**src/rtl/skolem_lut_engine.sv**
```systemverilog
`default_nettype none
// ============================================================================
// Module      : skolem_lut_engine
// Description : Run-time programmable Skolem-function evaluator. Each of the NY
//               outputs is a 2^NX-bit truth table; input vectors stream in over
//               valid/ready and results leave through one registered stage.
//               Optional feature macro: SKOLEM_EVAL_CNT_EN (evaluation counter).
// Revision    : 1.0 - initial release
// ============================================================================
module skolem_lut_engine #(
    parameter int NX = 5,
    parameter int NY = 2,
    parameter int CW = 16
) (
    input  logic                                clk,
    input  logic                                rst_n,
    input  logic                                cfg_we,
    input  logic [((NY > 1) ? $clog2(NY) : 1)-1:0] cfg_idx,
    input  logic [(1 << NX)-1:0]                cfg_data,
    input  logic                                cfg_done,
    input  logic                                in_valid,
    output logic                                in_ready,
    input  logic [NX-1:0]                       in_x,
    output logic                                out_valid,
    input  logic                                out_ready,
    output logic [NX-1:0]                       out_x,
    output logic [NY-1:0]                       out_y,
    output logic [CW-1:0]                       eval_cnt,
    output logic                                run
);

    localparam int c_TW = 1 << NX;
    localparam int c_IW = (NY > 1) ? $clog2(NY) : 1;

    typedef enum logic [0:0] {
        S_LOAD = 1'b0,
        S_RUN  = 1'b1
    } state_t;

    state_t            r_state;
    state_t            w_next_state;
    logic              r_out_valid;
    logic [NX-1:0]     r_out_x;
    logic [NY-1:0]     r_out_y;
    logic [NY-1:0]     w_lookup;
    logic              w_accept;
    logic              w_in_ready;
    logic              w_run;
    logic [c_TW-1:0]   r_table [NY];

    // State register; LOAD after reset so nothing is evaluated before tables exist
    always_ff @(posedge clk or negedge rst_n) begin
        if (!rst_n) begin
            r_state <= S_LOAD;
        end else begin
            r_state <= w_next_state;
        end
    end

    // Next-state and handshake decode; a table write while running drops back to LOAD
    always_comb begin
        w_next_state = r_state;
        w_in_ready   = 1'b0;
        w_run        = 1'b0;
        case (r_state)
            S_LOAD: begin
                if (cfg_done) begin
                    w_next_state = S_RUN;
                end
            end
            S_RUN: begin
                w_run      = 1'b1;
                w_in_ready = !r_out_valid || out_ready;
                if (cfg_we) begin
                    w_next_state = S_LOAD;
                end
            end
            default: begin
                w_next_state = S_LOAD;
            end
        endcase
    end

    assign w_accept = in_valid && w_in_ready;

    // One truth table per output; indices with no matching table are dropped
    for (genvar j = 0; j < NY; j++) begin : g_table
        // Table write port, reachable in either state
        always_ff @(posedge clk or negedge rst_n) begin
            if (!rst_n) begin
                r_table[j] <= '0;
            end else if (cfg_we && (cfg_idx == c_IW'(j))) begin
                r_table[j] <= cfg_data;
            end
        end

        // Lookup reads the registered table, so a same-cycle write is not seen
        assign w_lookup[j] = r_table[j][in_x];
    end

    // Output stage: load on accept, drop valid once consumed without a refill
    always_ff @(posedge clk or negedge rst_n) begin
        if (!rst_n) begin
            r_out_valid <= 1'b0;
            r_out_x     <= '0;
            r_out_y     <= '0;
        end else if (w_accept) begin
            r_out_valid <= 1'b1;
            r_out_x     <= in_x;
            r_out_y     <= w_lookup;
        end else if (out_ready) begin
            r_out_valid <= 1'b0;
        end
    end

`ifdef SKOLEM_EVAL_CNT_EN
    logic [CW-1:0] r_eval_cnt;

    // Count completed output handshakes; wraps naturally at 2^CW
    always_ff @(posedge clk or negedge rst_n) begin
        if (!rst_n) begin
            r_eval_cnt <= '0;
        end else if (r_out_valid && out_ready) begin
            r_eval_cnt <= r_eval_cnt + 1'b1;
        end
    end

    assign eval_cnt = r_eval_cnt;
`else
    assign eval_cnt = '0;
`endif

    assign in_ready  = w_in_ready;
    assign run       = w_run;
    assign out_valid = r_out_valid;
    assign out_x     = r_out_x;
    assign out_y     = r_out_y;

endmodule
`default_nettype wire

```
**config.mk**
```make
export PLATFORM = sky130hd
export DESIGN_NAME = skolem_lut_engine
export DESIGN_NICKNAME = d
export VERILOG_FILES = /design/src/rtl/skolem_lut_engine.sv
export SDC_FILE = /design/constraint.sdc
export NUM_CORES = 1
export LEC_CHECK = 0
export CAP_MARGIN = 20
export CORE_ASPECT_RATIO = 1.25
export CORE_MARGIN = 2
export CORE_UTILIZATION = 35
export CTS_CLUSTER_DIAMETER = 200
export DETAILED_ROUTE_END_ITERATION = 8
export GPL_TIMING_DRIVEN = 0
export PLACE_DENSITY_LB_ADDON = 0.08
export SLEW_MARGIN = 20
export SYNTH_ARGS = -nofsm -noshare
export SYNTH_HDL_FRONTEND = slang
export SYNTH_SLANG_ARGS = --single-unit
```
**constraint.sdc**
```tcl
create_clock -name clk -period 1.54 [get_ports clk]
set_input_delay 0.308 -clock clk [delete_from_list [all_inputs] [get_ports clk]]
set_output_delay 0.308 -clock clk [all_outputs]
set_load 0.01 [all_outputs]
```
==> impl_results.html, run 1 <==
<table>
<tr><th>Metric</th><th>Value</th></tr>
<tr><th colspan="2">Logic synthesis</th></tr>
<tr><td>Async set-reset flop share out of synthesis</td><td>1.000</td></tr>
<tr><td>Synthesis-stage register bit count</td><td>73</td></tr>
<tr><td>Area of the mapped netlist</td><td>3463 um^2</td></tr>
<tr><td>Fraction of the yosys area taken by sequential cells</td><td>0.5275</td></tr>
<tr><td>Unique cell type count in the Yosys netlist</td><td>25</td></tr>
<tr><td>Count of flip-flops with a built-in enable after synthesis</td><td>0</td></tr>
<tr><td>Area share of the leading cell type in the synthesized netlist</td><td>0.5275</td></tr>
<tr><td>Leading cell types by total area after synthesis</td><td>sky130_fd_sc_hd__dfrtp_1, sky130_fd_sc_hd__mux2_2, sky130_fd_sc_hd__mux4_2</td></tr>
<tr><td>Dominant cell by count in the synthesized netlist</td><td>sky130_fd_sc_hd__dfrtp_1</td></tr>
<tr><td>Dominant register cell in the synthesized netlist</td><td>sky130_fd_sc_hd__dfrtp_1</td></tr>
<tr><td>Synthesis warning total</td><td>0</td></tr>
<tr><td>Post-synth top area cell</td><td>sky130_fd_sc_hd__dfrtp_1</td></tr>
<tr><td>Synthesized instance count</td><td>223</td></tr>
<tr><td>Mean instance size in the synthesized netlist</td><td>15.53 um^2</td></tr>
<tr><td>Synth cell count leaders</td><td>sky130_fd_sc_hd__dfrtp_1, sky130_fd_sc_hd__mux2_2, sky130_fd_sc_hd__buf_4</td></tr>
<tr><th colspan="2">Critical path</th></tr>
<tr><td>End of the worst register-to-register path</td><td>out_y[0]$_DFFE_PN0P_</td></tr>
<tr><td>Register-to-Register Setup Slack</td><td>-0.13 ns</td></tr>
<tr><td>Type of the worst setup path</td><td>input port to register</td></tr>
<tr><td>Setup crit end kind</td><td>register</td></tr>
<tr><td>Worst Reg-to-Reg Cells</td><td>4</td></tr>
<tr><td>Setup crit start kind</td><td>input port</td></tr>
<tr><td>Worst flop-to-flop path startpoint</td><td>r_table[43]$_DFFE_PN0P_</td></tr>
<tr><td>Req. time, crit path</td><td>1.77 ns</td></tr>
<tr><td>Critical path fanouts, max</td><td>9</td></tr>
<tr><td>Arr. time, crit path</td><td>1.90 ns</td></tr>
<tr><th colspan="2">Power and ir drop</th></tr>
<tr><td>PD cells</td><td>1184 nW/um^2</td></tr>
<tr><td>Leakage dissipation</td><td>0.002030 uW</td></tr>
<tr><td>Maximum vdd ir drop</td><td>0.5014 mV</td></tr>
<tr><th colspan="2">Layout</th></tr>
<tr><td>Number of nets at the end of the flow</td><td>349</td></tr>
<tr><td>Fraction of final layout cells sized beyond drive strength 1</td><td>0.4581</td></tr>
<tr><td>Number of antenna diodes</td><td>0</td></tr>
<tr><td>Final design utilization</td><td>0.4841</td></tr>
<tr><td>Growth of design area from synthesis to finish</td><td>34.32%</td></tr>
<tr><th colspan="2">Route</th></tr>
<tr><td>Via Count</td><td>2,065</td></tr>
<tr><td>Antenna Nets Post-Route</td><td>0</td></tr>
<tr><td>Wire length per cell after detailed routing</td><td>17.03 um</td></tr>
<tr><td>Detailed Routing Iterations Pass 1</td><td>4</td></tr>
<tr><td># DRC</td><td>0</td></tr>
<tr><td>Post-detailed-route via-to-cell ratio</td><td>4.736</td></tr>
<tr><td>Total wirelength of the detailed-routed design</td><td>7.424 mm</td></tr>
<tr><td>Iteration-0 DRC count of the detailed router</td><td>87</td></tr>
<tr><th colspan="2">Timing</th></tr>
<tr><td>Share of the clock period used by the worst path after layout</td><td>1.085</td></tr>
<tr><td>Minimum period implied by the final worst setup slack</td><td>1.672 ns</td></tr>
<tr><td>Worst clock skew</td><td>0.004663 ns</td></tr>
<tr><td>Final Max Tran Viols</td><td>0</td></tr>
<tr><td>Maximum clock frequency</td><td>598.2 MHz</td></tr>
<tr><td>Post-Route Hold Slack</td><td>0.2342 ns</td></tr>
<tr><td>Hold violation total from the final report</td><td>0</td></tr>
<tr><td>Worst-case setup margin in the final layout</td><td>-0.1316 ns</td></tr>
<tr><td>Setup repair after global routing missed its margin</td><td>yes</td></tr>
<tr><td>Setup Viol. Count Final</td><td>2</td></tr>
<tr><td>Aggregate negative setup slack</td><td>-0.2314 ns</td></tr>
<tr><th colspan="2">Clocking</th></tr>
<tr><td>CTS tree</td><td>done</td></tr>
<tr><td>H-tree depth</td><td>3</td></tr>
<tr><td>CTS buffer count</td><td>9</td></tr>
<tr><td>Later-pin clock latency in the skew report</td><td>0.33 ns</td></tr>
<tr><td>Clock tree root buffer cell</td><td>sky130_fd_sc_hd__clkbuf_16</td></tr>
<tr><td>Num Clock Sinks</td><td>73</td></tr>
<tr><td>Clock-pin slew on the worst setup and hold paths</td><td>0.05 ns</td></tr>
<tr><td>Maximum buffer depth of the clock tree</td><td>2</td></tr>
<tr><th colspan="2">Place</th></tr>
<tr><td>Last weighted congestion value of the routability-driven placer</td><td>0.7020</td></tr>
<tr><td>Count of port buffers added during placement</td><td>50</td></tr>
<tr><td>Final HPWL DP</td><td>5.360 mm</td></tr>
<tr><th colspan="2">Min path</th></tr>
<tr><td>Hold/Removal Path Class</td><td>input port to register</td></tr>
<tr><td>Critical hold path startpoint</td><td>in_x[2]</td></tr>
<tr><td>Cell count of the worst hold path</td><td>3</td></tr>
<tr><td>Endpoint of the worst hold-timing path</td><td>out_x[2]$_DFFE_PN0P_</td></tr>
<tr><th colspan="2">Floorplan</th></tr>
<tr><td>Core region area</td><td>9609 um^2</td></tr>
<tr><td>Die H</td><td>115.2 um</td></tr>
<tr><td>I/O Pins</td><td>70</td></tr>
<tr><td>Die outline area</td><td>10,710 um^2</td></tr>
<tr><td>Initial standard-cell utilization of the core</td><td>0.3604</td></tr>
<tr><td>Die boundary width</td><td>92.97 um</td></tr>
<tr><td>Row count</td><td>40</td></tr>
<tr><th colspan="2">GRT</th></tr>
<tr><td>All-Layer GR Usage</td><td>0.1509</td></tr>
<tr><td>Via count of the first global-routing pass</td><td>2,201</td></tr>
<tr><td>Remaining global-route overflow</td><td>0</td></tr>
<tr><td>Largest net degree at the start of global routing</td><td>42</td></tr>
<tr><td>Global-route wire length before repair</td><td>11.92 mm</td></tr>
<tr><td>Number of antenna violations at the first check in global routing</td><td>0</td></tr>
<tr><th colspan="2">Run status</th></tr>
<tr><td>Result of the run</td><td>finished with violations</td></tr>
<tr><td>Failing checks</td><td>setup timing</td></tr>
<tr><th colspan="2">Run</th></tr>
<tr><td>Number of max-capacitance violations reported</td><td>0</td></tr>
</table>
final cells by class:
cell class,instances,area [um^2]
clock buffer,13,250.2
sequential,73,1828
multi-input combinational,135,1511
clock inverter,3,40.04
fill,890,4957
buffer,29,270.3
inverter,1,3.754
tap,126,157.7
timing repair buffer,56,590.6
layout by cell type, fill, tap and decap left out:
cell type	synthesis	final
sky130_fd_sc_hd__clkdlybuf4s50_1	0	39
sky130_fd_sc_hd__conb_1	1	16
sky130_fd_sc_hd__nor3_2	1	1
sky130_fd_sc_hd__dfrtp_2	0	1
sky130_fd_sc_hd__buf_6	3	3
sky130_fd_sc_hd__a31oi_1	2	2
sky130_fd_sc_hd__clkinv_2	0	2
sky130_fd_sc_hd__clkbuf_1	2	3
sky130_fd_sc_hd__clkbuf_16	0	9
sky130_fd_sc_hd__dlymetal6s2s_1	0	3
sky130_fd_sc_hd__buf_4	18	19
sky130_fd_sc_hd__and2_1	1	1
sky130_fd_sc_hd__dfrtp_1	73	72
sky130_fd_sc_hd__buf_2	0	5
sky130_fd_sc_hd__inv_1	1	1
sky130_fd_sc_hd__a41o_1	2	2
sky130_fd_sc_hd__a2111oi_4	2	2
sky130_fd_sc_hd__dlygate4sd2_1	0	6
sky130_fd_sc_hd__bufinv_16	0	1
sky130_fd_sc_hd__and3_1	1	1
sky130_fd_sc_hd__mux4_2	10	14
sky130_fd_sc_hd__nand2b_4	0	1
sky130_fd_sc_hd__nor4b_4	0	1
sky130_fd_sc_hd__a311oi_2	0	1
sky130_fd_sc_hd__clkbuf_8	0	2
sky130_fd_sc_hd__nand2_1	5	5
sky130_fd_sc_hd__nor2b_1	2	2
sky130_fd_sc_hd__nand3_2	1	1
sky130_fd_sc_hd__buf_8	0	1
sky130_fd_sc_hd__mux2i_1	10	10
sky130_fd_sc_hd__buf_12	0	7
sky130_fd_sc_hd__mux2_2	71	69
sky130_fd_sc_hd__a22o_1	2	2
sky130_fd_sc_hd__dlygate4sd3_1	0	1
sky130_fd_sc_hd__nor2_1	2	2
sky130_fd_sc_hd__mux2_4	0	2
power breakdown:
part           total, uW  internal, uW  switching [uW]
logic               1070           674             397
clock network       2050          1290             759
registers           2380          2220             160
metrics by stage:
step / setup WS [ns] / power, uW / area (um^2) / cells
global placement: -2.564 / 3467 / 4203 / 414
floorplan: -0.1102 / 3039 / 3545 / 238
detailed placement: -0.8357 / 3490 / 4220 / 415
finish: -0.1316 / 5509 / 4652 / 436
CTS: -0.1407 / 5582 / 4627 / 436
global route: -0.1684 / 5786 / 4652 / 436
worst max-delay path by stage:
stage / cells past startpoint / endpoint / from / slack, ns
after CTS: 4 / out_y[0]$_DFFE_PN0P_ / r_table[43]$_DFFE_PN0P_ / -0.14
after detailed placement: 5 / r_table[32]$_DFFE_PN0P_ / cfg_we / -0.84
final: 6 / out_y[0]$_DFFE_PN0P_ / in_x[1] / -0.13
after floorplan: 5 / out_y[1]$_DFFE_PN0P_ / in_x[3] / -0.11
after global placement: 1 / r_table[63]$_DFFE_PN0P_ / rst_n / -2.56
after global routing: 4 / out_y[1]$_DFFE_PN0P_ / r_table[25]$_DFFE_PN0P_ / -0.17
sequential cells by signal, summed over array words and instances, names as in the netlist:
| signal | flops |
|---|---|
| r_table | 64 |
| out_x | 5 |
| out_y | 2 |
| out_valid | 1 |
| r_state | 1 |
metal layers:
metal | track usage | up-vias | share of wire
met4 | 0.05882 | 0 | 0.015
met1 | 0.1871 | 1056 | 0.43
met2 | 0.2517 | 45 | 0.51
li1 | - | 956 | -
met5 | 0 | - | 0
met3 | 0.04128 | 8 | 0.044
timing repair:
action,4_1_cts,5_1_grt
endpoints found under the setup margin,67,33
hold buffers,1,0
buffers inserted,4,0
resized for setup,28,8
hold endpoints to repair,32,0
pin swaps,1,2
worst max-delay path, cell delays in order:
cell                              delay, ns
sky130_fd_sc_hd__clkdlybuf4s50_1       0.51
sky130_fd_sc_hd__clkbuf_8              0.15
sky130_fd_sc_hd__buf_12                0.13
sky130_fd_sc_hd__mux4_2                0.31
sky130_fd_sc_hd__a41o_1                0.26
sky130_fd_sc_hd__a311oi_2              0.23
cells by family (layout without fill, tap and decap cells):
logic type | count (synthesis) | after routing | synth area share
mux | 95 | 95 | 0.3551
other cells | 1 | 16 | 0.001083
compound gates | 9 | 9 | 0.03288
simple gates | 15 | 15 | 0.02493
buf+inv | 30 | 102 | 0.05852
flops | 73 | 73 | 0.5275
No activity file was read; power rests on OpenSTA's default activity.
==> inputs of run 2 (changes only) <==
--- a/config.mk
+++ b/config.mk
@@ -7,13 +7,13 @@
 export LEC_CHECK = 0
 export CAP_MARGIN = 20
 export CORE_ASPECT_RATIO = 1.25
-export CORE_MARGIN = 2
+export CORE_MARGIN = 1
 export CORE_UTILIZATION = 35
 export CTS_CLUSTER_DIAMETER = 200
+export CTS_CLUSTER_SIZE = 16
 export DETAILED_ROUTE_END_ITERATION = 8
 export GPL_TIMING_DRIVEN = 0
 export PLACE_DENSITY_LB_ADDON = 0.08
-export SLEW_MARGIN = 20
 export SYNTH_ARGS = -nofsm -noshare
 export SYNTH_HDL_FRONTEND = slang
 export SYNTH_SLANG_ARGS = --single-unit
==> run 2 against run 1 <==
The run still ends with setup timing left; combinational power about the same; fmax up 0.54%; final cell count is 0.23% lower; clock skew about the same; die area shrank 3.8%; register-to-register slack barely moved; utilization down 0.36 points; largest power group unchanged; clock power is 6% lower; setup slack better by 0.0090 ns; largest cell class unchanged.
==> impl_results.html, run 2 (synthesis gave the netlist of run 1 again) <==
<table>
<tr><th>Metric</th><th>Value</th></tr>
<tr><th colspan="2">Run status</th></tr>
<tr><td>Failing checks</td><td>setup timing</td></tr>
<tr><td>Result of the run</td><td>finished with violations</td></tr>
<tr><th colspan="2">Route</th></tr>
<tr><td>Total wirelength of the detailed-routed design</td><td>7.342 mm</td></tr>
<tr><td>Post-detailed-route via-to-cell ratio</td><td>4.775</td></tr>
<tr><td>Via Count</td><td>2,077</td></tr>
<tr><td>Iteration-0 DRC count of the detailed router</td><td>60</td></tr>
<tr><td># DRC</td><td>0</td></tr>
<tr><td>Antenna Nets Post-Route</td><td>0</td></tr>
<tr><td>Wire length per cell after detailed routing</td><td>16.88 um</td></tr>
<tr><td>Detailed Routing Iterations Pass 1</td><td>4</td></tr>
<tr><th colspan="2">Timing</th></tr>
<tr><td>Worst-case setup margin in the final layout</td><td>-0.1226 ns</td></tr>
<tr><td>Hold violation total from the final report</td><td>0</td></tr>
<tr><td>Worst clock skew</td><td>0.004467 ns</td></tr>
<tr><td>Final Max Tran Viols</td><td>0</td></tr>
<tr><td>Share of the clock period used by the worst path after layout</td><td>1.080</td></tr>
<tr><td>Setup Viol. Count Final</td><td>2</td></tr>
<tr><td>Maximum clock frequency</td><td>601.5 MHz</td></tr>
<tr><td>Minimum period implied by the final worst setup slack</td><td>1.663 ns</td></tr>
<tr><td>Setup repair after global routing missed its margin</td><td>yes</td></tr>
<tr><th colspan="2">GRT</th></tr>
<tr><td>Number of antenna violations at the first check in global routing</td><td>0</td></tr>
<tr><td>Largest net degree at the start of global routing</td><td>63</td></tr>
<tr><td>Global-route wire length before repair</td><td>11.82 mm</td></tr>
<tr><td>All-Layer GR Usage</td><td>0.1576</td></tr>
<tr><td>Via count of the first global-routing pass</td><td>2,145</td></tr>
<tr><td>Remaining global-route overflow</td><td>0</td></tr>
<tr><th colspan="2">Critical path</th></tr>
<tr><td>Critical Path, Cell by Cell</td><td>mux4_2 &gt; mux2_4 &gt; a2111oi_4 &gt; nor3_2</td></tr>
<tr><td>Type of the worst setup path</td><td>register to register</td></tr>
<tr><td>Critical path fanouts, max</td><td>2</td></tr>
<tr><td>Setup crit end kind</td><td>register</td></tr>
<tr><td>Register-to-Register Setup Slack</td><td>-0.12 ns</td></tr>
<tr><td>Slowest stage cell, crit path</td><td>sky130_fd_sc_hd__mux4_2</td></tr>
<tr><td>Buf/Inv on CP</td><td>0</td></tr>
<tr><td>End of the worst register-to-register path</td><td>out_y[1]$_DFFE_PN0P_</td></tr>
<tr><td>Largest delay share family, worst path</td><td>multiplexers</td></tr>
<tr><td>Req. time, crit path</td><td>1.75 ns</td></tr>
<tr><td>Arr. time, crit path</td><td>1.88 ns</td></tr>
<tr><td>Setup crit start kind</td><td>register</td></tr>
<tr><td>Worst Reg-to-Reg Cells</td><td>4</td></tr>
<tr><td>Worst flop-to-flop path startpoint</td><td>r_table[25]$_DFFE_PN0P_</td></tr>
<tr><td>Max incr delay on CP</td><td>0.48 ns</td></tr>
<tr><th colspan="2">Layout</th></tr>
<tr><td>Fraction of final layout cells sized beyond drive strength 1</td><td>0.4563</td></tr>
<tr><td>Number of flip-flops in the largest register</td><td>64</td></tr>
<tr><td>Most common cell after layout, fill and taps aside</td><td>sky130_fd_sc_hd__dfrtp_1</td></tr>
<tr><td>Commonest non-fill, non-tap cells in the layout</td><td>sky130_fd_sc_hd__dfrtp_1, sky130_fd_sc_hd__mux2_2, sky130_fd_sc_hd__clkdlybuf4s50_1</td></tr>
<tr><td>Area of the multi-input gates</td><td>1505 um^2</td></tr>
<tr><td>Number of inserted filler cells in the final layout</td><td>879</td></tr>
<tr><td>Reg with most FFs</td><td>r_table</td></tr>
<tr><td>Number of nets at the end of the flow</td><td>348</td></tr>
<tr><td>Number of antenna diodes</td><td>0</td></tr>
<tr><td>FF/Latch Area</td><td>1828 um^2</td></tr>
<tr><td>Growth of design area from synthesis to finish</td><td>33.31%</td></tr>
<tr><th colspan="2">Power and ir drop</th></tr>
<tr><td>Leakage dissipation</td><td>0.002024 uW</td></tr>
<tr><td>Sw Share</td><td>0.2446</td></tr>
<tr><td>Internal</td><td>4057 uW</td></tr>
<tr><td>Maximum vdd ir drop</td><td>0.7219 mV</td></tr>
<tr><td>PD cells</td><td>1163 nW/um^2</td></tr>
<tr><td>Clock group share of total power</td><td>0.360</td></tr>
<tr><td>Net load switching power</td><td>1314 uW</td></tr>
<tr><td>Relative contribution of sequential cells to total power</td><td>0.443</td></tr>
<tr><td>Post-layout power</td><td>5370 uW</td></tr>
<tr><td>Proportion of power drawn by combinational gates</td><td>0.197</td></tr>
<tr><th colspan="2">Run</th></tr>
<tr><td>Number of max-capacitance violations reported</td><td>0</td></tr>
<tr><th colspan="2">Clocking</th></tr>
<tr><td>Clock tree root buffer cell</td><td>sky130_fd_sc_hd__clkbuf_16</td></tr>
<tr><td>CTS buffer count</td><td>9</td></tr>
<tr><td>Num Clock Sinks</td><td>73</td></tr>
<tr><td>H-tree depth</td><td>3</td></tr>
<tr><td>Clock-pin slew on the worst setup and hold paths</td><td>0.05 ns</td></tr>
<tr><td>Maximum buffer depth of the clock tree</td><td>2</td></tr>
<tr><td>Later-pin clock latency in the skew report</td><td>0.33 ns</td></tr>
<tr><td>CTS tree</td><td>done</td></tr>
<tr><th colspan="2">Floorplan</th></tr>
<tr><td>Die outline area</td><td>10,300 um^2</td></tr>
<tr><td>I/O Pins</td><td>70</td></tr>
<tr><td>Die H</td><td>113.2 um</td></tr>
<tr><td>Core region area</td><td>9609 um^2</td></tr>
<tr><td>Initial standard-cell utilization of the core</td><td>0.3604</td></tr>
<tr><td>Die boundary width</td><td>90.97 um</td></tr>
<tr><td>Row count</td><td>40</td></tr>
<tr><th colspan="2">Place</th></tr>
<tr><td>Setup Slack @ Placement</td><td>-0.8028 ns</td></tr>
<tr><td>Final HPWL DP</td><td>5.243 mm</td></tr>
<tr><td>Count of port buffers added during placement</td><td>50</td></tr>
<tr><td>Last weighted congestion value of the routability-driven placer</td><td>0.7024</td></tr>
<tr><th colspan="2">Min path</th></tr>
<tr><td>Critical hold path startpoint</td><td>in_x[2]</td></tr>
<tr><td>Cell count of the worst hold path</td><td>3</td></tr>
<tr><td>Endpoint of the worst hold-timing path</td><td>out_x[2]$_DFFE_PN0P_</td></tr>
<tr><td>Hold/Removal Path Class</td><td>input port to register</td></tr>
</table>
## run 2: how the worst max path moves through the flow
stage                                  from                 endpoint  slack [ns]  cells after the start
finish              r_table[25]$_DFFE_PN0P_     out_y[1]$_DFFE_PN0P_       -0.12                      4
CTS                 r_table[25]$_DFFE_PN0P_     out_y[1]$_DFFE_PN0P_       -0.13                      4
global route        r_table[25]$_DFFE_PN0P_     out_y[1]$_DFFE_PN0P_       -0.16                      4
floorplan                           in_x[3]     out_y[1]$_DFFE_PN0P_       -0.11                      5
global placement                      rst_n  r_table[53]$_DFFE_PN0P_       -2.56                      1
detailed placement                  in_x[0]     out_y[1]$_DFFE_PN0P_       -0.80                      6
## run 2: area by class of cell
type / count / share of cell area
clock buffer: 13 / 0.05637
buffer: 29 / 0.05745
sequential: 73 / 0.3959
tap: 126 / 0.03415
timing repair buffer: 55 / 0.1260
inverter: 1 / 0.0008130
clock inverter: 3 / 0.003252
multi-input combinational: 135 / 0.3260
## run 2: timing repair
action                                 CTS  global route
buffers inserted                         3             0
resized for setup                       26            10
cloned                                   0             0
setup endpoints to repair               67            37
endpoints found under the hold margin   11             0
hold buffers                             1             0
pin swaps                                1             1
## run 2: layer usage
layer  up-vias  share of wire  track usage  routed length [um]
li1        956              -            -                   -
met1      1067           0.43       0.1968                3161
met2        43           0.52       0.2596                3788
met3        11          0.033      0.03696                 243
met4         0          0.020      0.07302                 148
met5         -              0            0                   0
## run 2: stage by stage
step | instances | TNS, ns | utilization | hold WS, ns | area [um^2]
3_3_place_gp | 414 | -227.90 | 0.4374 | 0.4633 | 4203
4_1_cts | 435 | -0.2464 | 0.4788 | 0.2364 | 4601
5_1_grt | 435 | -0.3196 | 0.4805 | 0.2384 | 4617
2_1_floorplan | 238 | -0.2203 | - | 0.01241 | 3545
6_report | 435 | -0.2303 | 0.4805 | 0.2410 | 4617
3_5_place_dp | 415 | -40.45 | 0.4400 | 0.1692 | 4228
## run 2: power by group through the flow
stage / sequential (uW) / combinational [uW] / clock (uW)
floorplan: 2390 / 652 / 0
detailed placement: 2420 / 1070 / 0
finish: 2380 / 1060 / 1930
global placement: 2410 / 1050 / 0
CTS: 2390 / 1090 / 1980
global route: 2430 / 1140 / 2070
## run 2: worst reg2reg max path, cell delays in order (launching register included)
cell	delay (ns)
sky130_fd_sc_hd__dfrtp_1	0.40
sky130_fd_sc_hd__mux4_2	0.48
sky130_fd_sc_hd__mux2_4	0.30
sky130_fd_sc_hd__a2111oi_4	0.30
sky130_fd_sc_hd__nor3_2	0.06
==> inputs of run 3 (changes only) <==
--- a/config.mk
+++ b/config.mk
@@ -6,8 +6,10 @@
 export NUM_CORES = 1
 export LEC_CHECK = 0
 export CAP_MARGIN = 20
+export CELL_PAD_IN_SITES_DETAIL_PLACEMENT = 0
+export CELL_PAD_IN_SITES_GLOBAL_PLACEMENT = 1
 export CORE_ASPECT_RATIO = 1.25
-export CORE_MARGIN = 1
+export CORE_MARGIN = 4
 export CORE_UTILIZATION = 35
 export CTS_CLUSTER_DIAMETER = 200
 export CTS_CLUSTER_SIZE = 16
==> run 3 against run 2 <==
The flow still finishes with violations (setup timing); clock power is 4% lower; non-clock buffer count grew 2; critical path depth rose by 2; via count down 1.4%; die area rose by 12%; final cell count grew 0.23%; utilization is 0.31 points lower; clock skew is 0.00061 ns lower; largest cell class unchanged.
==> impl_results.html, run 3 (synthesis gave the netlist of run 1 again) <==
<table>
<tr><th>Metric</th><th>Value</th></tr>
<tr><th colspan="2">Run status</th></tr>
<tr><td>Result of the run</td><td>finished with violations</td></tr>
<tr><td>Failing checks</td><td>setup timing</td></tr>
<tr><th colspan="2">Layout</th></tr>
<tr><td>Number of antenna diodes</td><td>0</td></tr>
<tr><td>Reg with most FFs</td><td>r_table</td></tr>
<tr><td>Number of nets at the end of the flow</td><td>350</td></tr>
<tr><td>Number of flip-flops in the largest register</td><td>64</td></tr>
<tr><td>Growth of design area from synthesis to finish</td><td>33.13%</td></tr>
<tr><td>Final standard cell count with taps included and fillers excluded</td><td>436</td></tr>
<tr><td>Most common cell after layout, fill and taps aside</td><td>sky130_fd_sc_hd__dfrtp_1</td></tr>
<tr><td>Number of inserted filler cells in the final layout</td><td>881</td></tr>
<tr><td>Commonest non-fill, non-tap cells in the layout</td><td>sky130_fd_sc_hd__dfrtp_1, sky130_fd_sc_hd__mux2_2, sky130_fd_sc_hd__clkdlybuf4s50_1</td></tr>
<tr><td>Fraction of final layout cells sized beyond drive strength 1</td><td>0.4484</td></tr>
<tr><th colspan="2">Timing</th></tr>
<tr><td>Worst clock skew</td><td>0.003858 ns</td></tr>
<tr><td>Setup Viol. Count Final</td><td>2</td></tr>
<tr><td>Hold violation total from the final report</td><td>0</td></tr>
<tr><td>Setup repair after global routing missed its margin</td><td>yes</td></tr>
<tr><td>Maximum clock frequency</td><td>602.8 MHz</td></tr>
<tr><td>Minimum period implied by the final worst setup slack</td><td>1.659 ns</td></tr>
<tr><td>Worst-case setup margin in the final layout</td><td>-0.1190 ns</td></tr>
<tr><td>Final Max Tran Viols</td><td>0</td></tr>
<tr><td>Aggregate negative setup slack</td><td>-0.2276 ns</td></tr>
<tr><td>Share of the clock period used by the worst path after layout</td><td>1.077</td></tr>
<tr><th colspan="2">Critical path</th></tr>
<tr><td>Setup crit start kind</td><td>input port</td></tr>
<tr><td>Slowest stage cell, crit path</td><td>sky130_fd_sc_hd__clkdlybuf4s50_1</td></tr>
<tr><td>Register-to-Register Setup Slack</td><td>-0.11 ns</td></tr>
<tr><td>Type of the worst setup path</td><td>input port to register</td></tr>
<tr><td>Req. time, crit path</td><td>1.77 ns</td></tr>
<tr><td>Worst flop-to-flop path startpoint</td><td>r_table[43]$_DFFE_PN0P_</td></tr>
<tr><td>Worst Reg-to-Reg Cells</td><td>4</td></tr>
<tr><td>End of the worst register-to-register path</td><td>out_y[0]$_DFFE_PN0P_</td></tr>
<tr><td>Critical Path, Cell by Cell</td><td>clkdlybuf4s50_1 &gt; clkbuf_8 &gt; buf_12 &gt; mux4_2 &gt; a41o_1 &gt; a311oi_1</td></tr>
<tr><td>Critical path fanouts, max</td><td>9</td></tr>
<tr><td>Max incr delay on CP</td><td>0.50 ns</td></tr>
<tr><td>Setup crit end kind</td><td>register</td></tr>
<tr><td>Arr. time, crit path</td><td>1.89 ns</td></tr>
<tr><th colspan="2">GRT</th></tr>
<tr><td>Number of antenna violations at the first check in global routing</td><td>0</td></tr>
<tr><td>All-Layer GR Usage</td><td>0.1398</td></tr>
<tr><td>Largest net degree at the start of global routing</td><td>62</td></tr>
<tr><td>Global-route wire length before repair</td><td>12.24 mm</td></tr>
<tr><td>Via count of the first global-routing pass</td><td>2,190</td></tr>
<tr><td>Remaining global-route overflow</td><td>0</td></tr>
<tr><th colspan="2">Place</th></tr>
<tr><td>Count of port buffers added during placement</td><td>50</td></tr>
<tr><td>Final HPWL DP</td><td>5.393 mm</td></tr>
<tr><td>Number of placed cells counting well taps</td><td>415</td></tr>
<tr><td>Last weighted congestion value of the routability-driven placer</td><td>0.7232</td></tr>
<tr><th colspan="2">Min path</th></tr>
<tr><td>Hold/Removal Path Class</td><td>input port to register</td></tr>
<tr><td>Critical hold path startpoint</td><td>in_x[2]</td></tr>
<tr><td>Cell count of the worst hold path</td><td>3</td></tr>
<tr><td>Endpoint of the worst hold-timing path</td><td>out_x[2]$_DFFE_PN0P_</td></tr>
<tr><th colspan="2">Power and ir drop</th></tr>
<tr><td>Maximum vdd ir drop</td><td>0.5782 mV</td></tr>
<tr><td>Leakage dissipation</td><td>0.002010 uW</td></tr>
<tr><td>PD cells</td><td>1149 nW/um^2</td></tr>
<tr><th colspan="2">Clocking</th></tr>
<tr><td>Maximum buffer depth of the clock tree</td><td>2</td></tr>
<tr><td>Later-pin clock latency in the skew report</td><td>0.33 ns</td></tr>
<tr><td>Clock tree root buffer cell</td><td>sky130_fd_sc_hd__clkbuf_16</td></tr>
<tr><td>CTS tree</td><td>done</td></tr>
<tr><td>Clock-pin slew on the worst setup and hold paths</td><td>0.05 ns</td></tr>
<tr><td>H-tree depth</td><td>3</td></tr>
<tr><td>Num Clock Sinks</td><td>73</td></tr>
<tr><td>CTS buffer count</td><td>9</td></tr>
<tr><th colspan="2">Route</th></tr>
<tr><td>Antenna Nets Post-Route</td><td>0</td></tr>
<tr><td>Iteration-0 DRC count of the detailed router</td><td>47</td></tr>
<tr><td>Total wirelength of the detailed-routed design</td><td>7.540 mm</td></tr>
<tr><td>Via Count</td><td>2,048</td></tr>
<tr><td>Post-detailed-route via-to-cell ratio</td><td>4.697</td></tr>
<tr><td>Detailed Routing Iterations Pass 1</td><td>4</td></tr>
<tr><td># DRC</td><td>0</td></tr>
<tr><td>Wire length per cell after detailed routing</td><td>17.29 um</td></tr>
<tr><th colspan="2">Run</th></tr>
<tr><td>Number of max-capacitance violations reported</td><td>0</td></tr>
<tr><th colspan="2">Floorplan</th></tr>
<tr><td>Row count</td><td>40</td></tr>
<tr><td>Core region area</td><td>9659 um^2</td></tr>
<tr><td>Die outline area</td><td>11,560 um^2</td></tr>
<tr><td>Die boundary width</td><td>96.97 um</td></tr>
<tr><td>Die H</td><td>119.2 um</td></tr>
<tr><td>Initial standard-cell utilization of the core</td><td>0.3585</td></tr>
<tr><td>I/O Pins</td><td>70</td></tr>
</table>
## run 3: layout make-up
class | instances | area, um^2 | share of cell area
tap | 126 | 157.7 | 0.03419
multi-input combinational | 135 | 1505 | 0.3265
clock buffer | 15 | 257.7 | 0.05590
inverter | 1 | 3.754 | 0.0008141
timing repair buffer | 57 | 593.1 | 0.1286
sequential | 73 | 1828 | 0.3965
buffer | 29 | 265.3 | 0.05753
## run 3: repair_timing
action	CTS	global route
hold buffers	1	0
setup buffers	5	0
pin swaps	1	2
endpoints found under the hold margin	12	0
endpoints found under the setup margin	67	16
resized for setup	26	7
## run 3: power breakdown
group	total [uW]	switching [uW]	internal, uW
Combinational	1060	393	669
Clock	1850	718	1130
Sequential	2390	163	2230
Total	5300	1270	4020
## run 3: worst max path at each step
stage                                   end  slack [ns]               startpoint
global placement    r_table[61]$_DFFE_PN0P_       -2.52                    rst_n
CTS                    out_y[0]$_DFFE_PN0P_       -0.12  r_table[47]$_DFFE_PN0P_
global route           out_y[1]$_DFFE_PN0P_       -0.17  r_table[25]$_DFFE_PN0P_
floorplan              out_y[1]$_DFFE_PN0P_       -0.11                  in_x[3]
detailed placement  r_table[35]$_DFFE_PN0P_       -0.80                   cfg_we
finish                 out_y[0]$_DFFE_PN0P_       -0.12                  in_x[1]
## run 3: worst max-delay path: cells and delay by family
family | cells | cell delay (ns)
buf+inv | 3 | 0.78
compound gates | 2 | 0.48
mux | 1 | 0.31
## run 3: stage by stage
| step | hold WS, ns | total power (uW) | cell area [um^2] | setup WS [ns] | utilization |
|---|---|---|---|---|---|
| after floorplan | 0.01241 | 3039 | 3545 | -0.1102 | - |
| after global placement | 0.4831 | 3470 | 4203 | -2.523 | 0.4351 |
| after detailed placement | 0.1772 | 3494 | 4228 | -0.8026 | 0.4377 |
| after CTS | 0.2297 | 5420 | 4598 | -0.1234 | 0.4760 |
| after global routing | 0.2474 | 5580 | 4611 | -0.1663 | 0.4773 |
| final | 0.2372 | 5296 | 4611 | -0.1190 | 0.4773 |
## run 3: layer usage
metal,wire length [um],track usage,vias to the layer above
met5,0,0,-
met4,168,0.06848,0
met3,267,0.02988,10
met2,3816,0.2306,40
met1,3287,0.1738,1036
li1,-,-,962
